==> src/rtl/branch_predictor.sv <==
// rtl/branch_predictor.sv - gshare direction predictor with direct-mapped BTB and stats counters
module branch_predictor #(
  parameter int PHT_IDX_W = 5,
  parameter int BTB_IDX_W = 4,
  parameter int CNT_W     = 32
) (
  input  logic                 clk,
  input  logic                 rst,
  input  logic [31:0]          F_PC,
  output logic                 F_pred_taken,
  output logic [PHT_IDX_W-1:0] F_pht_idx,
  output logic                 F_btb_hit,
  output logic [31:0]          F_btb_target,
  input  logic                 E_br_valid,
  input  logic                 E_jmp_valid,
  input  logic [31:0]          E_PC,
  input  logic [PHT_IDX_W-1:0] E_pht_idx,
  input  logic                 E_taken,
  input  logic [31:0]          E_target,
  input  logic                 E_mispredict,
  input  logic                 E_stall,
  output logic [CNT_W-1:0]     br_count,
  output logic [CNT_W-1:0]     mispred_count
);

  localparam int PHT_N = 1 << PHT_IDX_W;
  localparam int BTB_N = 1 << BTB_IDX_W;
  localparam int TAG_W = 32 - BTB_IDX_W - 2;

  logic [1:0]           pht_q [PHT_N];
  logic [1:0]           pht_d;
  logic [PHT_IDX_W-1:0] ghr_q, ghr_d;
  logic [BTB_N-1:0]     btb_valid_q;
  logic [TAG_W-1:0]     btb_tag_q [BTB_N];
  logic [31:0]          btb_tgt_q [BTB_N];
  logic [CNT_W-1:0]     br_count_q, br_count_d;
  logic [CNT_W-1:0]     mispred_q, mispred_d;

  logic                 upd, br_upd, btb_wr;
  logic [BTB_IDX_W-1:0] f_btb_idx, e_btb_idx;
  logic                 unused_pc_bits;

  // Word-aligned PCs: the low two bits never select anything.
  assign unused_pc_bits = ^{F_PC[1:0], E_PC[1:0]};

  // Fetch-side lookup reads only registered state, so a same-cycle write is not seen.
  assign f_btb_idx    = F_PC[BTB_IDX_W+1:2];
  assign F_pht_idx    = F_PC[PHT_IDX_W+1:2] ^ ghr_q;
  assign F_pred_taken = pht_q[F_pht_idx][1];
  assign F_btb_hit    = btb_valid_q[f_btb_idx] && (btb_tag_q[f_btb_idx] == F_PC[31:BTB_IDX_W+2]);
  assign F_btb_target = F_btb_hit ? btb_tgt_q[f_btb_idx] : 32'h0;

  // A simultaneous branch+jump is treated as a jump: no direction training.
  assign upd       = (E_br_valid | E_jmp_valid) & ~E_stall;
  assign br_upd    = upd & E_br_valid & ~E_jmp_valid;
  assign btb_wr    = upd & (E_jmp_valid | E_taken);
  assign e_btb_idx = E_PC[BTB_IDX_W+1:2];

  // Saturating 2-bit counter step and non-speculative history shift.
  always_comb begin
    pht_d = pht_q[E_pht_idx];
    ghr_d = ghr_q;
    if (br_upd) begin
      if (E_taken && pht_d != 2'b11) begin
        pht_d = pht_d + 2'b01;
      end else if (!E_taken && pht_d != 2'b00) begin
        pht_d = pht_d - 2'b01;
      end
      ghr_d = {ghr_q[PHT_IDX_W-2:0], E_taken};
    end
  end

  // Statistics counters saturate at all-ones.
  always_comb begin
    br_count_d = br_count_q;
    mispred_d  = mispred_q;
    if (upd && br_count_q != {CNT_W{1'b1}}) begin
      br_count_d = br_count_q + 1'b1;
    end
    if (upd && E_mispredict && mispred_q != {CNT_W{1'b1}}) begin
      mispred_d = mispred_q + 1'b1;
    end
  end

  // PHT storage: weakly not-taken on reset.
  always_ff @(posedge clk or posedge rst) begin
    if (rst) begin
      for (int i = 0; i < PHT_N; i++) pht_q[i] <= 2'b01;
    end else if (br_upd) begin
      pht_q[E_pht_idx] <= pht_d;
    end
  end

  // BTB storage: last writer owns the slot.
  always_ff @(posedge clk or posedge rst) begin
    if (rst) begin
      btb_valid_q <= '0;
      for (int i = 0; i < BTB_N; i++) begin
        btb_tag_q[i] <= '0;
        btb_tgt_q[i] <= 32'h0;
      end
    end else if (btb_wr) begin
      btb_valid_q[e_btb_idx] <= 1'b1;
      btb_tag_q[e_btb_idx]   <= E_PC[31:BTB_IDX_W+2];
      btb_tgt_q[e_btb_idx]   <= E_target;
    end
  end

  // History and statistics registers.
  always_ff @(posedge clk or posedge rst) begin
    if (rst) begin
      ghr_q      <= '0;
      br_count_q <= '0;
      mispred_q  <= '0;
    end else begin
      ghr_q      <= ghr_d;
      br_count_q <= br_count_d;
      mispred_q  <= mispred_d;
    end
  end

  assign br_count      = br_count_q;
  assign mispred_count = mispred_q;

endmodule
==> config.mk <==
export PLATFORM = sky130hd
export DESIGN_NAME = branch_predictor
export DESIGN_NICKNAME = d
export VERILOG_FILES = /design/src/rtl/branch_predictor.sv
export SDC_FILE = /design/constraint.sdc
export NUM_CORES = 2
export LEC_CHECK = 0
export CAP_MARGIN = 20
export CORE_MARGIN = 8
export CORE_UTILIZATION = 61
export DETAILED_ROUTE_END_ITERATION = 8
export PLACE_DENSITY = 0.8
export RECOVER_POWER = 100
export REMOVE_ABC_BUFFERS = 1
export SYNTH_ARGS = -nofsm -noshare
export SYNTH_HDL_FRONTEND = slang
export SYNTH_SLANG_ARGS = --single-unit
==> constraint.sdc <==
create_clock -name clk -period 47.7 [get_ports clk]
set_input_delay 11.925 -clock clk [delete_from_list [all_inputs] [get_ports clk]]
set_output_delay 11.925 -clock clk [all_outputs]
set_load 0.03 [all_outputs]
* After elaboration in Yosys (flattened, before gate mapping) *
Cells that the tools add are included.

word-level totals
  register bits after elaboration = 1077
  bits in read-only memories = 0
  memories = 0
  input bits = 108
  RAM bits = 0
  output and inout bits = 103
  bits in latches = 0

operators by class
  reductions and logical operators = 11
  divide/modulo/power cells = 0
  multiplexer cells = 29
  $add $sub $neg = 4
  $lt $le $gt $ge = 9
  equal/unequal tests = 4
  bitwise logic cells = 14
  shift operators = 0
  $mul = 0

operators with widths
  cell                                                number
  bitwise mux 512 bit                                 1
  bitwise mux 416 bit                                 1
  binary-select mux 32 bit (select 4 bit)             1
  demux 32 bit (select 4 bit)                         1
  two-way mux 32 bit                                  4
  binary-select mux 26 bit (select 4 bit)             1
  demux 26 bit (select 4 bit)                         1
  two-way mux 26 bit                                  3
  adder 32 x 1 -> 32 bit, second input constant       2
  bitwise mux 64 bit                                  1
  inequality test 32 bit, second input constant       2
  == test 26 bit                                      1
  binary-select mux 2 bit (select 5 bit)              2
  two-way mux 2 bit                                   8
  OR 16 bit                                           1
  >= comparator 6 bit, second input constant          2
  inverter 5 -> 6 bit                                 2
  demux 2 bit (select 5 bit)                          1
  >= comparator 5 bit, second input constant          2
  < comparator 4 x 5 -> 1 bit, second input constant  2
  inverter 4 -> 5 bit                                 2
  logical AND 1 bit                                   9
  < comparator 6 x 1 -> 1 bit, second input constant  1
  < comparator 5 x 1 -> 1 bit, second input constant  1
  13 further kinds                                    19

* Longest topological paths before layout *
  depth in word-level cells = 10
  depth in mapped cells = 12
  gate-level depth less buffers = 10

* Least setup slack after synthesis *
OpenSTA, ideal clock, no wires.

  path kind = input to output
  start = in F_PC[2]
  end = out F_pred_taken
  data required time = 35775 ps
  stages on the path = 5
  setup slack = 21109 ps
  path buffers = 1
  arrival time = 14666 ps
  cells stage by stage = buf_4 xor2_1 mux4_2 mux4_2 mux2_2

between the ends
  cells in the longest elaborated chain, start to end = 5

ends and longest elaborated chain
  element                                                RTL line  RTL
  start: declaration                                     9         input logic [31:0] F_PC,
  bitwise XOR 5 bit                                      48        assign F_pht_idx = F_PC[PHT_IDX_W+1:2] ^ ghr_q;
  via F_pht_idx[0]                                       11        output logic [PHT_IDX_W-1:0] F_pht_idx,
  inverter 5 -> 6 bit (not written as such)              49        assign F_pred_taken = pht_q[F_pht_idx][1];
  binary-select mux 2 bit (select 5 bit)                 49
  two-way mux 2 bit (not written as such) (2 in series)  49
  end: declaration                                       10        output logic F_pred_taken,

The timed path passes the listed nets, and every way through them passes these cells. The select of a mux whose other input is x is not followed.

* Final worst setup path *
  start = in F_PC[4]
  end = out F_btb_target[3]

between the ends
  cells in the longest elaborated chain, start to end = 7

ends and longest elaborated chain
  element                                                 RTL line  RTL
  inverter 4 -> 5 bit (not written as such)               50, 51
  binary-select mux 26 bit (select 4 bit)                 50        assign F_btb_hit = btb_valid_q[f_btb_idx] && (btb_tag_q[f_btb_idx] == F_PC[31:BTB_IDX_W+2]);
  two-way mux 26 bit (not written as such) (2 in series)  50
  == test 26 bit                                          50
  logical AND 1 bit                                       50
  two-way mux 32 bit *                                    51        assign F_btb_target = F_btb_hit ? btb_tgt_q[f_btb_idx] : 32'h0;
  end: declaration                                        13        output logic [31:0] F_btb_target,

Every way passes the cells marked *; elsewhere a longest branch is shown, timed or not. The select of a mux whose other input is x is not followed.

==> results.ini <==
[cells_and_area]
multiInputGateArea_sq_mm = 0.0215
ff_latch_area_sq_mm = 0.0270
drive_gt1_frac = 0.449
nNetsFinal = 3438
design_area_sq_mm = 0.0561
syn_to_final_growth_pct = 12.9
fill_cells = 5213

[logic_synthesis]
synth.ff_latch_count = 1077
synth_top_area_frac = 0.526
postSynthAreaPerCell_sq_um = 15.5
synth_edf_count = 0
async_reset_ff_frac = 1.00
yosysWarningCount = 0
synth_ff_type = dfrtp_1
synthDistinctLibCells = 62
synth_cells = 3200
syn_area_sq_mm = 0.0497
synth.most_common_cell = dfrtp_1
ys_top_cells_by_area = dfrtp_1 (53%), mux2_2 (23%), mux4_2 (13%)
yosys.area.top_type = dfrtp_1
seq_area_frac_synth = 0.543
synth_common_cells = dfrtp_1 (1045), mux2_2 (1008), mux4_2 (276)

[status]
outcome = finished, violations left
violations = max-capacitance violations, max-slew violations

[clocking]
h-tree-depth = 3
cts.sinks = 1077
clock_latency_ns = 0.66
cts_tree = yes
clk_pin_slew_ns = 0.06
post_cts_resized = 0
post-cts-setup-buffer-count = 0
cts_made_buffers = 112
postCtsHoldBufs = 0
clockRootBuffer = clkbuf_16
cts_buffer_depth = 3

[worst_setup_path]
crit_chain = clkbuf_1 -> buf_12 -> clkbuf_1 -> mux4_2 -> mux2i_1 -> mux2i_1 -> xor2_1 -> nor4_1 -> nand4_1 -> clkbuf_1 -> nor3b_1 -> clkdlybuf4s50_1
critPathCaptureType = output pin
path_max_fanout = 123
path_class = input pin to output pin
startpoint_type = input pin
cpMostUsedCell = clkbuf_1
cp.required_ns = 35.78
arrival_ns = 24.29
cp_slowest_cell = clkbuf_1
slowest_delay_ns = 3.65

[routing]
route.detailed.wl_per_inst_um = 27.2
vias_per_cell = 6.44
wirelength_um = 122000
antenna_left = 0
remaining_drc_errors = 0
vias = 28929
first_pass_iters = 7
drt_iter0_drc = 2102

[floorplanning]
core_area_sq_mm = 0.0807
die_h_um = 302
dieArea_sq_mm = 0.0909
start_util = 0.616
rows = 104
fp.dieW_um = 302
num_io_pins = 211

[sta]
period_share = 0.759
rsz0062_at_grt = no
relSlewSlack = -2.57
period_needed_ns = 36.22
fin_tns_setup_ns = 0
worst_slack_ns = 11.48
skew_ns = 0.00821
final_max_slew_viol_count = 2181
setup_violations = 0
tightest_slew_ns = 5.36
finalHoldViolCount = 0
fmaxAchievable_ghz = 0.0276

[grt]
grt_usage = 0.271
overflow = 0
grt_pass1_wl_um = 190000
grt_start_max_net_pins = 124
grt_pass1_vias = 32188
antenna_found_initial = 16

[run]
drv_cap = 50

[power]
ir_worst_vdd_mv = 0.0368
power_density_mw_per_mm2 = 45.4
leakage_uw = 0.0248

[min_path]
hold_path.class = flop to flop

[place]
dp_slack_ns = 17.75
place.gp.congestion = 0.802
dp_hpwl_um = 70000
port_buffers = 206
post_dp_cell_area_sq_mm = 0.0525

==> layer usage <==
| metal | track usage | part of all wire | vias to the layer above |
|---|---|---|---|
| li1 | - | - | 12177 |
| met1 | 0.360 | 0.41 | 15625 |
| met2 | 0.447 | 0.50 | 886 |
| met3 | 0.0566 | 0.064 | 229 |
| met4 | 0.0952 | 0.029 | 12 |
| met5 | 0 | 0.00063 | - |
==> flip-flops by register name, summed over array words and instances (netlist names) <==
signal	cells
btb_tgt_q	512
btb_tag_q	416
pht_q	64
br_count	32
mispred_count	32
btb_valid_q	16
ghr_q	5
==> cell usage in the layout (no fill, tap or decap), types with 12 or more instances in the layout <==
master	count
xor2_1	44
clkbuf_1	62
mux4_2	276
xnor2_1	49
nor3b_1	25
nand4_1	20
clkbuf_16	117
dfstp_2	32
nand2_1	89
clkdlybuf4s50_1	116
dlygate4sd3_1	86
dfrtp_1	1045
mux2i_1	64
nor3_1	12
clkbuf_8	29
nor3b_2	14
nand3_1	35
mux2_2	994
clkinv_2	29
a22oi_1	22
nand2b_1	22
nor2_1	52
inv_1	13
mux2_1	14
==> power breakdown <==
part           internal [uW]  switching, uW  total, uW  leakage [uW]
clock network            550            361        911       0.00195
registers               1100           99.2       1200        0.0135
logic                    264            172        436       0.00927
==> critical path: cells and delay by family <==
kind | cells | cell delay, ns
buffers and inverters | 5 | 8.32
xor gates and xnor gates | 1 | 0.21
and+or+nand+nor | 3 | 2.45
muxes | 3 | 1.00
==> final timing paths <==
check / to / slack [ns] / cells after the start / from
hold / removal: btb_valid_q[7] / 0.46 / 1 / btb_valid_q[7]
hold reg to reg: btb_valid_q[7] / 0.46 / 1 / btb_valid_q[7]
max in group asynchronous: btb_tag_q[55] / 20.17 / 7 / rst
setup / recovery: F_btb_target[3] / 11.48 / 12 / F_PC[4]
min in group asynchronous: pht_q[43] / 13.17 / 2 / rst
setup reg to reg: pht_q[28] / 43.95 / 10 / pht_q[3]
==> layout make-up <==
type                       instances  area share
multi-input combinational       1856       0.383
timing repair buffer             262      0.0414
sequential                      1077       0.481
tap                             1060      0.0236
clock inverter                    45     0.00927
clock buffer                     163      0.0604
inverter                          17     0.00118
antenna                           10    0.000446
==> logic make-up after synthesis <==
kind of cell,count (synthesis),share of synthesized area
muxes,1348,0.366
DFF,1077,0.543
and+or+nand+nor,343,0.0403
buffers and inverters,267,0.0236
xor gates and xnor gates,93,0.0164
AOI/OAI and AO/OA,68,0.00979
adders and majority gates,4,0.00101
==> stage by stage <==
stage          hold slack (ns)  cells   util  power [uW]
2_1_floorplan            0.429   2950      -        1510
3_3_place_gp             0.444   4264  0.651        1600
3_5_place_dp             0.447   4264  0.651        1650
4_1_cts                  0.465   4472  0.700        2560
5_1_grt                  0.477   4487  0.696        2650
6_report                 0.464   4490  0.696        2550
No activity file was read; power rests on OpenSTA's default activity.
